===== src/rtl/lcd_rx_if.sv =====
// HD44780 4-bit LCD bus as seen on the wire: register select, enable strobe,
// the upper data nibble and the backlight request line.
interface lcd_rx_if;
    logic RS;
    logic E;
    logic D4;
    logic D5;
    logic D6;
    logic D7;
    logic LED;

    // Driver side (the lcd controller or a bench).
    modport master (output RS, E, D4, D5, D6, D7, LED);
    // Receiver side (lcd_rx).
    modport slave  (input  RS, E, D4, D5, D6, D7, LED);
endinterface


===== src/rtl/lcd_rx.sv =====
// lcd_rx: receiving end of the HD44780 4-bit bus. Synchronises the bus,
// detects E falling edges, pairs nibbles into bytes, decodes the command
// subset used by our driver and keeps a 2x16 DDRAM shadow with a registered
// read port. Clear sweeps one entry per cycle; strobes during a sweep are
// dropped and flagged in a sticky overrun bit.
module lcd_rx (
    input  logic        CLK,
    input  logic        RST,
    lcd_rx_if.slave     bus,
    input  logic [4:0]  rd_addr,
    output logic [7:0]  rd_data,
    output logic        display_on,
    output logic        four_bit,
    output logic        backlight,
    output logic        busy,
    output logic        overrun
);

    typedef enum logic [1:0] {
        BOOT8  = 2'd0,
        NIB_HI = 2'd1,
        NIB_LO = 2'd2,
        CLEAR  = 2'd3
    } mode_e;

    // Synchroniser layout: {LED, RS, E, D7, D6, D5, D4}
    logic [6:0] sync1_q, sync2_q;
    logic       e_prev_q;
    logic       fall_q;
    logic [4:0] cap_q;              // {RS, D7..D4} captured on the E fall

    mode_e      state_q, state_d;
    mode_e      ret_q, ret_d;       // mode to resume after a clear sweep
    mode_e      next_mode_s;
    logic [3:0] hi_q, hi_d;
    logic       hi_rs_q, hi_rs_d;
    logic [6:0] addr_q, addr_d;
    logic       inc_q, inc_d;
    logic       disp_q, disp_d;
    logic       four_q, four_d;
    logic       busy_q, busy_d;
    logic       ovr_q, ovr_d;
    logic [4:0] clr_idx_q, clr_idx_d;
    logic [7:0] rd_data_q;

    logic       exec_s;
    logic [7:0] byte_s;
    logic       rs_s;
    logic       we_s;
    logic [4:0] wa_s;
    logic [7:0] wd_s;

    logic [7:0] mem_q [0:31];

    // Two-flop synchronisers plus registered E-fall detect and bus capture.
    always_ff @(posedge CLK or negedge RST) begin
        if (!RST) begin
            sync1_q  <= 7'd0;
            sync2_q  <= 7'd0;
            e_prev_q <= 1'b0;
            fall_q   <= 1'b0;
            cap_q    <= 5'd0;
        end else begin
            sync1_q  <= {bus.LED, bus.RS, bus.E, bus.D7, bus.D6, bus.D5, bus.D4};
            sync2_q  <= sync1_q;
            e_prev_q <= sync2_q[4];
            fall_q   <= e_prev_q & ~sync2_q[4];
            cap_q    <= {sync2_q[5], sync2_q[3:0]};
        end
    end

    // Mode FSM, nibble pairing, command decode and DDRAM write selection.
    always_comb begin
        state_d     = state_q;
        ret_d       = ret_q;
        hi_d        = hi_q;
        hi_rs_d     = hi_rs_q;
        addr_d      = addr_q;
        inc_d       = inc_q;
        disp_d      = disp_q;
        four_d      = four_q;
        ovr_d       = ovr_q;
        clr_idx_d   = clr_idx_q;
        exec_s      = 1'b0;
        byte_s      = 8'h00;
        rs_s        = 1'b0;
        next_mode_s = state_q;
        we_s        = 1'b0;
        wa_s        = 5'd0;
        wd_s        = 8'h00;

        case (state_q)
            BOOT8: begin
                if (fall_q) begin
                    exec_s      = 1'b1;
                    byte_s      = {cap_q[3:0], 4'h0};
                    rs_s        = cap_q[4];
                    next_mode_s = BOOT8;
                end else begin
                    exec_s = 1'b0;
                end
            end
            NIB_HI: begin
                if (fall_q) begin
                    hi_d    = cap_q[3:0];
                    hi_rs_d = cap_q[4];
                    state_d = NIB_LO;
                end else begin
                    state_d = NIB_HI;
                end
            end
            NIB_LO: begin
                if (fall_q) begin
                    exec_s      = 1'b1;
                    byte_s      = {hi_q, cap_q[3:0]};
                    rs_s        = hi_rs_q;
                    next_mode_s = NIB_HI;
                end else begin
                    exec_s = 1'b0;
                end
            end
            CLEAR: begin
                we_s      = 1'b1;
                wa_s      = clr_idx_q;
                wd_s      = 8'h20;
                clr_idx_d = clr_idx_q + 5'd1;
                if (clr_idx_q == 5'd31) begin
                    state_d = ret_q;
                end else begin
                    state_d = CLEAR;
                end
                // Strobes during the sweep are dropped; phase does not advance.
                if (fall_q) begin
                    ovr_d = 1'b1;
                end else begin
                    ovr_d = ovr_q;
                end
            end
            default: begin
                state_d = BOOT8;
            end
        endcase

        if (exec_s) begin
            state_d = next_mode_s;
            if (rs_s) begin
                we_s   = 1'b1;
                wa_s   = {addr_q[6], addr_q[3:0]};
                wd_s   = byte_s;
                addr_d = inc_q ? (addr_q + 7'd1) : (addr_q - 7'd1);
            end else if (byte_s[7]) begin
                addr_d = byte_s[6:0];
            end else if (byte_s[6]) begin
                addr_d = addr_q;            // CGRAM address: not modelled
            end else if (byte_s[5]) begin
                if (!byte_s[4]) begin
                    four_d  = 1'b1;
                    state_d = NIB_HI;
                end else begin
                    state_d = BOOT8;
                end
            end else if (byte_s[4]) begin
                addr_d = addr_q;            // cursor/display shift: not modelled
            end else if (byte_s[3]) begin
                disp_d = byte_s[2];
            end else if (byte_s[2]) begin
                inc_d = byte_s[1];
            end else if (byte_s[1]) begin
                addr_d = 7'd0;
            end else if (byte_s[0]) begin
                addr_d    = 7'd0;
                inc_d     = 1'b1;
                clr_idx_d = 5'd0;
                ret_d     = next_mode_s;
                state_d   = CLEAR;
            end else begin
                addr_d = addr_q;
            end
        end else begin
            exec_s = 1'b0;
        end

        busy_d = (state_d == CLEAR);
    end

    // Control/status registers.
    always_ff @(posedge CLK or negedge RST) begin
        if (!RST) begin
            state_q   <= BOOT8;
            ret_q     <= BOOT8;
            hi_q      <= 4'd0;
            hi_rs_q   <= 1'b0;
            addr_q    <= 7'd0;
            inc_q     <= 1'b1;
            disp_q    <= 1'b0;
            four_q    <= 1'b0;
            busy_q    <= 1'b0;
            ovr_q     <= 1'b0;
            clr_idx_q <= 5'd0;
        end else begin
            state_q   <= state_d;
            ret_q     <= ret_d;
            hi_q      <= hi_d;
            hi_rs_q   <= hi_rs_d;
            addr_q    <= addr_d;
            inc_q     <= inc_d;
            disp_q    <= disp_d;
            four_q    <= four_d;
            busy_q    <= busy_d;
            ovr_q     <= ovr_d;
            clr_idx_q <= clr_idx_d;
        end
    end

    // DDRAM shadow storage; intentionally not reset (defined by a clear).
    always_ff @(posedge CLK) begin
        if (we_s) begin
            mem_q[wa_s] <= wd_s;
        end
    end

    // Registered read port; a same-cycle write returns the old contents.
    always_ff @(posedge CLK or negedge RST) begin
        if (!RST) begin
            rd_data_q <= 8'h00;
        end else begin
            rd_data_q <= mem_q[rd_addr];
        end
    end

    assign rd_data    = rd_data_q;
    assign display_on = disp_q;
    assign four_bit   = four_q;
    assign backlight  = sync2_q[6];
    assign busy       = busy_q;
    assign overrun    = ovr_q;

endmodule


===== src/flat_wrapper.sv =====
// flat-port wrapper written by rule: the top's interface ports become plain ports
module lcd_rx_flat 
  (CLK, RST, rd_addr, rd_data, display_on, four_bit, backlight, busy, overrun, bus_RS, bus_E, bus_D4, bus_D5, bus_D6, bus_D7, bus_LED);
  lcd_rx_if bus_i ();
  input  logic CLK;
  input  logic RST;
  input  logic [4:0] rd_addr;
  output logic [7:0] rd_data;
  output logic display_on;
  output logic four_bit;
  output logic backlight;
  output logic busy;
  output logic overrun;
  input wire logic [$bits(bus_i.RS)-1:0] bus_RS;
  input wire logic [$bits(bus_i.E)-1:0] bus_E;
  input wire logic [$bits(bus_i.D4)-1:0] bus_D4;
  input wire logic [$bits(bus_i.D5)-1:0] bus_D5;
  input wire logic [$bits(bus_i.D6)-1:0] bus_D6;
  input wire logic [$bits(bus_i.D7)-1:0] bus_D7;
  input wire logic [$bits(bus_i.LED)-1:0] bus_LED;
  assign bus_i.RS = bus_RS;
  assign bus_i.E = bus_E;
  assign bus_i.D4 = bus_D4;
  assign bus_i.D5 = bus_D5;
  assign bus_i.D6 = bus_D6;
  assign bus_i.D7 = bus_D7;
  assign bus_i.LED = bus_LED;
  lcd_rx u_core (.CLK(CLK), .RST(RST), .bus(bus_i), .rd_addr(rd_addr), .rd_data(rd_data), .display_on(display_on), .four_bit(four_bit), .backlight(backlight), .busy(busy), .overrun(overrun));
endmodule

===== config.mk =====
export PLATFORM = sky130hd
export DESIGN_NAME = lcd_rx_flat
export DESIGN_NICKNAME = d
export VERILOG_FILES = /design/src/rtl/lcd_rx_if.sv /design/src/rtl/lcd_rx.sv /design/src/flat_wrapper.sv
export SDC_FILE = /design/constraint.sdc
export NUM_CORES = 1
export LEC_CHECK = 0
export ABC_AREA = 1
export CAP_MARGIN = 25
export CORE_AREA = 2 2 188 135
export CTS_CLUSTER_DIAMETER = 120
export DETAILED_ROUTE_END_ITERATION = 7
export DIE_AREA = 0 0 190 137
export DONT_BUFFER_PORTS = 1
export PLACE_DENSITY = 0.7
export SKIP_LAST_GASP = 1
export SLEW_MARGIN = 20
export SYNTH_ARGS = -nofsm -noshare
export SYNTH_HDL_FRONTEND = slang
export SYNTH_SLANG_ARGS = --single-unit

===== constraint.sdc =====
create_clock -name CLK -period 2.9 [get_ports CLK]
set_input_delay 0.58 -clock CLK [delete_from_list [all_inputs] [get_ports CLK]]
set_output_delay 0.58 -clock CLK [all_outputs]
set_load 0.01 [all_outputs]

# Word level (Yosys, flattened, before mapping)
# Memories as Yosys holds them, arrays and structs flattened. A register that Yosys moved wholly into a read port is not among the register bits.
# Cells that the tools add are included.
dict set report classes {
  reduce_logical 12
  eq_ne 11
  mux 60
  add_sub_neg 3
  n_bitwise 10
}
# cell n
set ops {}
lappend ops {{5-bit 2-to-1 mux} 14}
lappend ops {{7-bit 2-to-1 mux} 10}
lappend ops {{8-bit 2-to-1 mux} 4}
lappend ops {{2-bit 2-to-1 mux} 14}
lappend ops {{8-bit case mux with 2 select lines} 1}
lappend ops {{3-bit by 2-bit inequality test with 1-bit output, second input constant} 5}
lappend ops {{7-bit AND reduction} 2}
lappend ops {{1-bit 2-to-1 mux} 13}
lappend ops {{10-bit AND reduction} 1}
lappend ops {{1-bit inverter} 9}
lappend ops {{9-bit AND reduction} 1}
lappend ops {{2-bit case mux with 2 select lines} 2}
lappend ops {{7-bit by 1-bit adder with 7-bit output, second input constant} 1}
lappend ops {{7-bit by 1-bit subtractor with 7-bit output, second input constant} 1}
lappend ops {{2-bit equality test, second input constant} 3}
lappend ops {{6-bit 2-to-1 mux} 1}
lappend ops {{6-bit AND reduction} 1}
lappend ops {{5-bit by 1-bit adder with 5-bit output, second input constant} 1}
lappend ops {{5-bit equality test, second input constant} 1}
lappend ops {{2-bit AND reduction} 2}
lappend ops {{4-bit nonzero test} 1}
lappend ops {{2-bit by 1-bit equality test with 1-bit output, second input constant} 1}
lappend ops {{2-bit zero test} 1}
lappend ops {{2-bit by 1-bit inequality test with 1-bit output, second input constant} 1}
lappend ops {{5 further kinds} 5}
dict set report word_totals {
  n_memories 1
  register_bits 47
  in_bits 14
  output_inout_bits 13
  elab_cells 113
  ramBits 256
}
# name depth width read_ports rd_clocked_by_memory_dff write_ports line
set mem_list {}
lappend mem_list {u_core.mem_q 32 8 1 1 1 lcd_rx.sv:53} ;# logic [7:0] mem_q [0:31];

# Depth between registers and ports, before layout
# Gate-level depths: netlist (run 1).
dict set report logic_depth {
  ltp_word 13
  mapped_depth 12
  depth_no_buf 11
}

# Worst setup path after synthesis (run 1)
# OpenSTA, ideal clock, no wires.
dict set report synth_path {
  path_type {register to register}
  start {register u_core.state_q[0]}
  end {memory u_core.mem_q[0][5], data pin}
  setup_ns 0.454
  path_slack_ns 0.051
  n_path_buf 2
  required_time_ns 2.446
  path_stages_with_launch 8
  arrival_ns 2.395
  path_cell_list {dfrtp_1 buf_6 nor2_4 nand2_2 nand2_2 nand2_2 buf_6 o21ai_0}
}
dict set report synth_via {
  elab_chain_len 4
  elab_cells_between_ends 10
}
# element line
set synth_rtl {}
lappend synth_rtl {{from (decl)} lcd_rx.sv:32} ;# mode_e state_q, state_d;
lappend synth_rtl {{from (signal assigned)} lcd_rx.sv:201} ;# state_q <= state_d;
lappend synth_rtl {{2-bit equality test or 2-bit zero test (tied branches)} lcd_rx.sv:92} ;# case (state_q)
lappend synth_rtl {{8-bit case mux with 2 select lines, or another cell as far along} lcd_rx.sv:92}
lappend synth_rtl {{8-bit 2-to-1 mux or 1-bit 2-to-1 mux (tied branches)} --}
lappend synth_rtl {{8-bit 2-to-1 mux (*)} lcd_rx.sv:144} ;# if (exec_s) begin
lappend synth_rtl {{via u_core.wd_s[5]} lcd_rx.sv:51} ;# logic [7:0] wd_s;
lappend synth_rtl {{to (decl)} lcd_rx.sv:53}
# The timed path passes the listed nets; every way through them passes the cells marked *.

# Worst setup path in the final report (run 1)
dict set report layout_path {
  start {register u_core.state_q[1]}
  end {memory u_core.mem_q[14][2], enable pin}
}
dict set report layout_via {
  elab_chain_len 6
  elab_cells_between_ends 14
}
# element line
set layout_rtl {}
lappend layout_rtl {{2-bit equality test or 2-bit zero test (tied branches)} lcd_rx.sv:92}
lappend layout_rtl {{1-bit case mux with 2 select lines, or another cell as far along} lcd_rx.sv:92}
lappend layout_rtl {{1-bit 2-to-1 mux (on tied branches)} --}
lappend layout_rtl {{1-bit 2-to-1 mux} lcd_rx.sv:144}
lappend layout_rtl {{1-bit 2-to-1 mux} lcd_rx.sv:217} ;# if (we_s) begin
lappend layout_rtl {{1-bit 2-to-1 mux (implied by the code)} lcd_rx.sv:218} ;# mem_q[wa_s] <= wd_s;
# Several ways; a longest one is shown, not always the timed one.

==> summary.md, run 1 <==
| Metric | Value |
|---|---|
| Pin count of the biggest net entering global routing | 130 |
| Number of synthesized flops with an enable pin | ~260 |
| WP data required | 3.17 ns |
| Combinational Power Share | 0.165 |
| Post-synth top area share | 0.584 |
| Total GRT Usage | 0.244 |
| Area delta synth->final | 12.4% |
| Slew Viols, Final | 0 |
| Post-synth top flop | edfxtp_1 |
| Sw frac | 0.279 |
| Longest Clk Path Bufs | 3 |
| Worst Path Max Fanout | 12 |
| Setup TNS | 0 ns |
| Leakage | 5.74 nW |
| Initial antenna violation count | 0 |
| Setup-failing EPs final | 0 |
| Hold Path Class | in -> reg |
| Clk_skew | 0.0109 ns |
| Startpoint types | flip-flop |
| Die Ht | around 140 um |
| Min Tclk post-route | 2.47 ns |
| Hold wc startpoint | bus_LED |
| Multi-input gate area | ~3700 um^2 |
| Highest clock rate | 0.405 GHz |
| Die extent in x | around 190 um |
| GR Overflow Total | 0 |
| DRT Wirelength | between 30000 and 40000 um |
| I/O Buffers | 0 |
| Average routed wire per standard cell | 19.9 um |
| R2R Path Start | u_core.state_q[1] |
| Peak supply drop | 545 uV |
| Synth cell types | 46 |
| Final Non-Filler Cells | 1558 |
| Routability Congestion | 0.909 |
| H-tree levels | 1 |
| DR vias/cell | 5.67 |
| Share of cells above drive strength 1 | 0.110 |
| DRT iter0 DRCs | 1009 |
| FF+latch count, synth | 311 |
| Via count | 8835 |
| Crit Path Category | reg -> reg |
| Clock share of power | 0.347 |
| Flop pwr share | 0.489 |
| Worst-skew pair later-pin latency | 0.57 ns |
| Syn nets | between 1000 and 1500 |
| Worst EP arrival | about 2.7 ns |
| Core area | roughly 24000 um^2 |
| Hold Vio Cnt, Final | 0 |
| Post-synthesis sequential area ratio | 0.689 |
| Average cell area after synthesis | 11.1 um^2 |
| Switch Pwr | 3.11 mW |
| Cell taking the most area after synthesis | edfxtp_1 |
| # clock sinks | 311 |
| DR pass1 iterations | 5 |
| CTS Root Buffer Type | clkbuf_16 |
| Max_cap viols | 0 |
| Cell area power density | 756 nW/um^2 |
| Outcome | finished, final reports clean |
| Io pins | 27 |
| Cell with the most instances after synthesis | nand2_1 |
| Vias in the first global route | between 8000 and 9000 |
| Worst-path clk slew | roughly 0.06 ns |
| Fillcell total | 1914 |
| Synth Warn # | 0 |
| Max-slew headroom | 0.621 |
| Final worst-path cycle share | 0.852 |
| Synth async-reset ratio | 0.177 |
| RSZ-0062 raised after global routing | no |
| DIE AREA | 26000 um^2 |
| Most instantiated cells after synthesis | nand2_1, edfxtp_1, nand3_1 |
| Initial core utilization | 0.544 |
| Slew @ Worst Pin | 0.568 ns |
| Pint | 8.07 mW |
| CTS tree | built |
| Post-detail-place hpwl | 19100 um |
| Row cnt | 48 |
| Synth Instances | 1183 |
| Inserted Diodes | 0 |
| Setup crit start | u_core.state_q[1] |
| Netlist Area Pre-Place | 13200 um^2 |
| Global-route wire length before repair | 47400 um |
| Cells after DPL | 1501 |
| Net count, final | approximately 1200 |
| Antenna viol nets, final | 0 |
| Num CTS Buffers | 30 |
| Area contributors post-synth | edfxtp_1, nand2_1, dfrtp_1 |
| DRC Markers | 0 |
| Register Area | slightly above 9000 um^2 |
| CP endpoint kind | flip-flop |
| Util after Layout | 0.611 |
==> registers in the layout, summed over array words and instances, names as in the netlist <==
register           cells
u_core.inc_q           1
u_core.hi_rs_q         1
u_core.sync1_q         7
u_core.overrun         1
u_core.busy            1
u_core.rd_data         8
u_core.sync2_q         7
u_core.four_bit        1
u_core.clr_idx_q       5
u_core.hi_q            4
u_core.fall_q          1
u_core.display_on      1
u_core.ret_q           2
u_core.state_q         2
u_core.e_prev_q        1
u_core.addr_q          7
u_core.cap_q           5
u_core.mem_q         256
==> power groups by stage <==
stage | Combinational [mW] | Sequential (mW) | Clock [mW]
floorplan | 1.40 | 5.45 | 0
global placement | 1.76 | 5.54 | 0
detailed placement | 1.78 | 5.55 | 0
CTS | 1.82 | 5.46 | 3.94
global route | 2.04 | 5.50 | 4.11
finish | 1.84 | 5.46 | 3.88
==> final timing paths <==
kind,cells after the start,slack [ns],to
setup / recovery,9,0.43,u_core.mem_q[14][2]
hold / removal,0,0.04,u_core.sync1_q[6]
setup reg to reg,9,0.43,u_core.mem_q[14][2]
hold reg to reg,0,0.35,u_core.sync2_q[0]
max in group asynchronous,2,2.03,u_core.inc_q
min in group asynchronous,2,0.59,u_core.addr_q[4]
==> kinds of logic (layout without fill, tap and decap cells) <==
group,after synthesis,in the layout,synth area share
AOI/OAI and AO/OA,89,89,0.0441
xor gates and xnor gates,5,5,0.00333
DFF,311,311,0.689
and+or+nand+nor,663,663,0.217
adders and majority gates,9,9,0.00913
muxes,4,4,0.00342
buffers and inverters,102,152,0.0343
==> stage by stage <==
| step | worst slack, ns | hold slack [ns] | power (mW) | instance area (um^2) |
|---|---|---|---|---|
| 2_1_floorplan | 0.0514 | 0.284 | 6.84 | 13200 |
| 3_3_place_gp | 0.531 | 0.285 | 7.30 | 13800 |
| 3_5_place_dp | 0.457 | 0.285 | 7.33 | 13800 |
| 4_1_cts | 0.453 | 0.0199 | 11.2 | 14800 |
| 5_1_grt | 0.242 | 0.0203 | 11.6 | 14800 |
| 6_report | 0.429 | 0.0435 | 11.2 | 14800 |
==> cell type report <==
| cell class | count | share of cell area |
|---|---|---|
| multi-input combinational | 770 | 0.248 |
| clock buffer | 35 | 0.0520 |
| clock inverter | 20 | 0.0143 |
| sequential | 311 | 0.613 |
| tap | 325 | 0.0275 |
| inverter | 47 | 0.0125 |
| timing repair buffer | 50 | 0.0328 |
==> per-layer routing <==
layer	routed length, um	vias to the layer above	part of all wire	GRT usage
li1	-	4135	-	-
met1	13500	4205	0.44	0.367
met2	13700	430	0.44	0.368
met3	2940	65	0.095	0.0405
met4	765	0	0.025	0.0693
met5	0	-	0	0
==> critical path: stages (launching register included) <==
cell	delay, ns
dfrtp_1	0.70
inv_2	0.15
nor2_4	0.12
nand2_2	0.09
a21oi_4	0.38
nand2_4	0.09
o21ai_4	0.13
nand2_4	0.18
nor2_1	0.14
buf_4	0.19
==> placed cells by master (no fill, tap or decap), types with 3 or more instances in the layout <==
| cell type | n |
|---|---|
| o31ai_1 | 9 |
| nor2_2 | 9 |
| clkinv_1 | 13 |
| buf_12 | 7 |
| nor2_4 | 3 |
| buf_4 | 41 |
| inv_1 | 37 |
| ha_1 | 8 |
| nand2_2 | 4 |
| mux2_2 | 4 |
| nand4_1 | 8 |
| dfrtp_1 | 54 |
| o22ai_4 | 3 |
| clkbuf_1 | 5 |
| bufinv_16 | 4 |
| nand2_4 | 8 |
| clkbuf_16 | 30 |
| nand2_1 | 367 |
| edfxtp_1 | 256 |
| a21oi_1 | 56 |
| nand3_1 | 178 |
| xor2_1 | 4 |
| nor2_1 | 82 |
| inv_2 | 5 |
| o21ai_0 | 5 |
| clkinv_2 | 3 |
==> repair_timing <==
item | CTS | global route
endpoints found under the setup margin | 0 | 0
resized for setup | 0 | 0
endpoints found under the hold margin | 55 | 0
buffers inserted | 0 | 0
hold buffers | 2 | 0
(Power assumes the default switching activity.)
==> inputs of run 2 (changes only) <==
--- a/config.mk
+++ b/config.mk
@@ -6,13 +6,16 @@
 export NUM_CORES = 1
 export LEC_CHECK = 0
 export ABC_AREA = 1
-export CAP_MARGIN = 25
-export CORE_AREA = 2 2 188 135
+export CAP_MARGIN = 10
+export CELL_PAD_IN_SITES_DETAIL_PLACEMENT = 0
+export CELL_PAD_IN_SITES_GLOBAL_PLACEMENT = 1
+export CORE_AREA = 2 2 206 147
 export CTS_CLUSTER_DIAMETER = 120
 export DETAILED_ROUTE_END_ITERATION = 7
-export DIE_AREA = 0 0 190 137
+export DIE_AREA = 0 0 208 149
 export DONT_BUFFER_PORTS = 1
-export PLACE_DENSITY = 0.7
+export GPL_TIMING_DRIVEN = 0
+export PLACE_DENSITY = 0.72
 export SKIP_LAST_GASP = 1
 export SLEW_MARGIN = 20
 export SYNTH_ARGS = -nofsm -noshare
==> run 2 against run 1 <==
Compared with the run above: worst hold slack got worse by 0.0053 ns; via count increased by 0.57%; combinational power increased by 9.8%; sequential cell count unchanged; die area increased by 19%; final area increased by 1.0%; register-to-register slack got worse by 0.29 ns; largest power group unchanged.
==> summary.md, run 2 (synthesized netlist as in run 1, its figures left out) <==
| Metric | Value |
|---|---|
| R2R Path Start | u_core.state_q[1] |
| Slew @ Worst Pin | 1.01 ns (+0.446 ns) |
| Area delta synth->final | 13.5% |
| Crit Path Category | reg -> reg |
| Crit path buffers/inverters | 2 (unchanged) |
| I/O Buffers | 0 (unchanged) |
| Slowest-stage cell, CP | nor2_1 |
| Commonest non-fill, non-tap cell in the layout | nand2_1 |
| CP peak stage delay | 0.65 ns (-0.05 ns) |
| Io pins | 27 (unchanged) |
| DR pass1 iterations | 5 (unchanged) |
| Highest clock rate | 0.363 GHz (-10%) |
| Initial antenna violation count | 0 (unchanged) |
| H-tree levels | 1 (unchanged) |
| DR vias/cell | 5.44 (-4.1%) |
| CP Cell Sequence | buf_6 -> nand2_8 -> clkinv_1 -> ha_1 -> o21ai_4 -> nand2_4 -> nor2_1 |
| DRC Markers | 0 (unchanged) |
| WP data required | 3.10 ns (-0.07 ns) |
| FF-to-FF End | u_core.mem_q[22][2] |
| Tot Pwr | 11.2 mW (+0.54%) |
| Reg2reg setup slack | 0.14 ns (-0.29 ns) |
| Share of cells above drive strength 1 | 0.108 (-0.00221) |
| Via count | 8885 (+0.57%) |
| Leakage | 5.70 nW (-0.65%) |
| Startpoint types | flip-flop |
| RSZ-0062 raised after global routing | yes |
| Worst-path clk slew | 0.06 ns (about the same) |
| Num CTS Buffers | 30 (unchanged) |
| Hold Path Class | in -> reg |
| DRT iter0 DRCs | 932 (-7.6%) |
| CTS Root Buffer Type | clkbuf_16 |
| Worst-skew pair later-pin latency | 0.57 ns (about the same) |
| Die Ht | 149 um (+8.8%) |
| Row cnt | 53 (+10%) |
| DRT Wirelength | 35600 um (+15%) |
| Hold Vio Cnt, Final | 0 (unchanged) |
| Net count, final | 1248 (+1.2%) |
| Worst Reg2Reg Path Length in Cells | 7 (-2) |
| Max reg flops | 256 (unchanged) |
| Post-detail-place hpwl | 24400 um (+28%) |
| Die extent in x | 208 um (+9.5%) |
| Min Tclk post-route | 2.76 ns (+0.286 ns) |
| Most frequent cells in the layout | nand2_1, edfxtp_1, nand3_1, nor2_1, a21oi_1 |
| Pin count of the biggest net entering global routing | 56 (-57%) |
| CTS tree | built |
| Hold Path Depth | 0 (unchanged) |
| Setup-failing EPs final | 0 (unchanged) |
| Average routed wire per standard cell | 21.8 um (+9.7%) |
| GR Overflow Total | 0 (unchanged) |
| Worst hold endpoint | u_core.sync1_q[6] |
| Slew Viols, Final | 0 (unchanged) |
| Hold wc startpoint | bus_LED |
| Final worst-path cycle share | 0.951 (+0.0985) |
| Largest Register | u_core.mem_q |
| Initial core utilization | 0.449 (-0.0947) |
| CP endpoint kind | flip-flop |
| Worst Path Max Fanout | 10 (-2) |
| Final Non-Filler Cells | 1634 (+4.9%) |
| Outcome | finished, final reports clean |
| Total GRT Usage | 0.235 (-0.00881) |
| Max-slew headroom | 0.321 (-0.300) |
| Routability Congestion | 0.877 (-3.6%) |
| DIE AREA | 31000 um^2 (+19%) |
| Global-route wire length before repair | 53100 um (+12%) |
| Max_cap viols | 0 (unchanged) |
| CP top delay family | simple AND/OR/NAND/NOR gates |
| Worst EP arrival | 2.96 ns (+0.22 ns) |
| Cell area power density | 753 nW/um^2 (-0.47%) |
| Antenna viol nets, final | 0 (unchanged) |
| Post-CTS Setup Bufs | 0 (unchanged) |
| # clock sinks | 311 (unchanged) |
| Core area | 29300 um^2 (+21%) |
| Clk_skew | 0.0122 ns (+0.00127 ns) |
| Peak supply drop | 479 uV (-12%) |
| Vias in the first global route | 8333 (+1.2%) |
| Longest Clk Path Bufs | 3 (unchanged) |
| Cells after DPL | 1576 (+5.0%) |
| Inserted Diodes | 0 (unchanged) |
## run 2: changes by cell type in the layout (fill, tap and decap cells not counted), sizes merged
cell	before	now
buf	49	45
bufinv	4	1
clkbuf	35	72
clkinv	18	5
clkinvlp	1	0
## run 2: where the power goes
part           total (mW)  leakage (nW)  switching [mW]  internal, mW
logic                2.02          2.18            1.39         0.629
clock network        3.83         0.470            1.61          2.22
registers            5.40          3.05           0.185          5.21
## run 2: repair_timing
action / 4_1_cts / 5_1_grt
hold buffers: 2 / 0
cloned: 0 / 0
gates resized for setup: 4 / 5
setup endpoints to repair: 32 / 88
hold endpoints to repair: 55 / 0
## run 2: worst max-delay path by stage
stage	slack, ns	cells past startpoint	endpoint	start
final	0.14	7	u_core.mem_q[22][2]	u_core.state_q[1]
after floorplan	0.05	7	u_core.mem_q[0][5]	u_core.state_q[0]
after global placement	-1.85	7	u_core.mem_q[28][5]	u_core.state_q[0]
after detailed placement	-0.06	7	u_core.mem_q[18][2]	u_core.state_q[1]
after global routing	-0.05	7	u_core.mem_q[22][2]	u_core.state_q[1]
after CTS	0.003	7	u_core.mem_q[24][7]	u_core.state_q[1]
## run 2: area by class of cell
class / instances / area, um^2
clock buffer: 53 / 920
multi-input combinational: 770 / 3730
tap: 385 / 482
buffer: 55 / 268
sequential: 311 / 9060
fill: 2553 / 14400
timing repair buffer: 10 / 250
clock inverter: 3 / 40.0
inverter: 47 / 184
## run 2: layer usage
layer / global-route usage / wire, um
met1: 0.366 / 16600
met5: 0 / 0
met3: 0.0573 / 3840
met4: 0.0532 / 689
met2: 0.330 / 14500
## run 2: metrics by stage
step / area, um^2 / setup WS [ns] / hold WS (ns) / utilization / setup TNS [ns]
final: 14900 / 0.143 / 0.0381 / 0.510 / 0
after global routing: 14900 / -0.0524 / 0.0181 / 0.510 / -1.54
after CTS: 14900 / 0.00307 / 0.0143 / 0.509 / 0
after detailed placement: 13900 / -0.0599 / 0.286 / 0.475 / -1.18
after global placement: 13600 / -1.85 / 0.285 / 0.465 / -226.03
after floorplan: 13200 / 0.0514 / 0.284 / - / 0
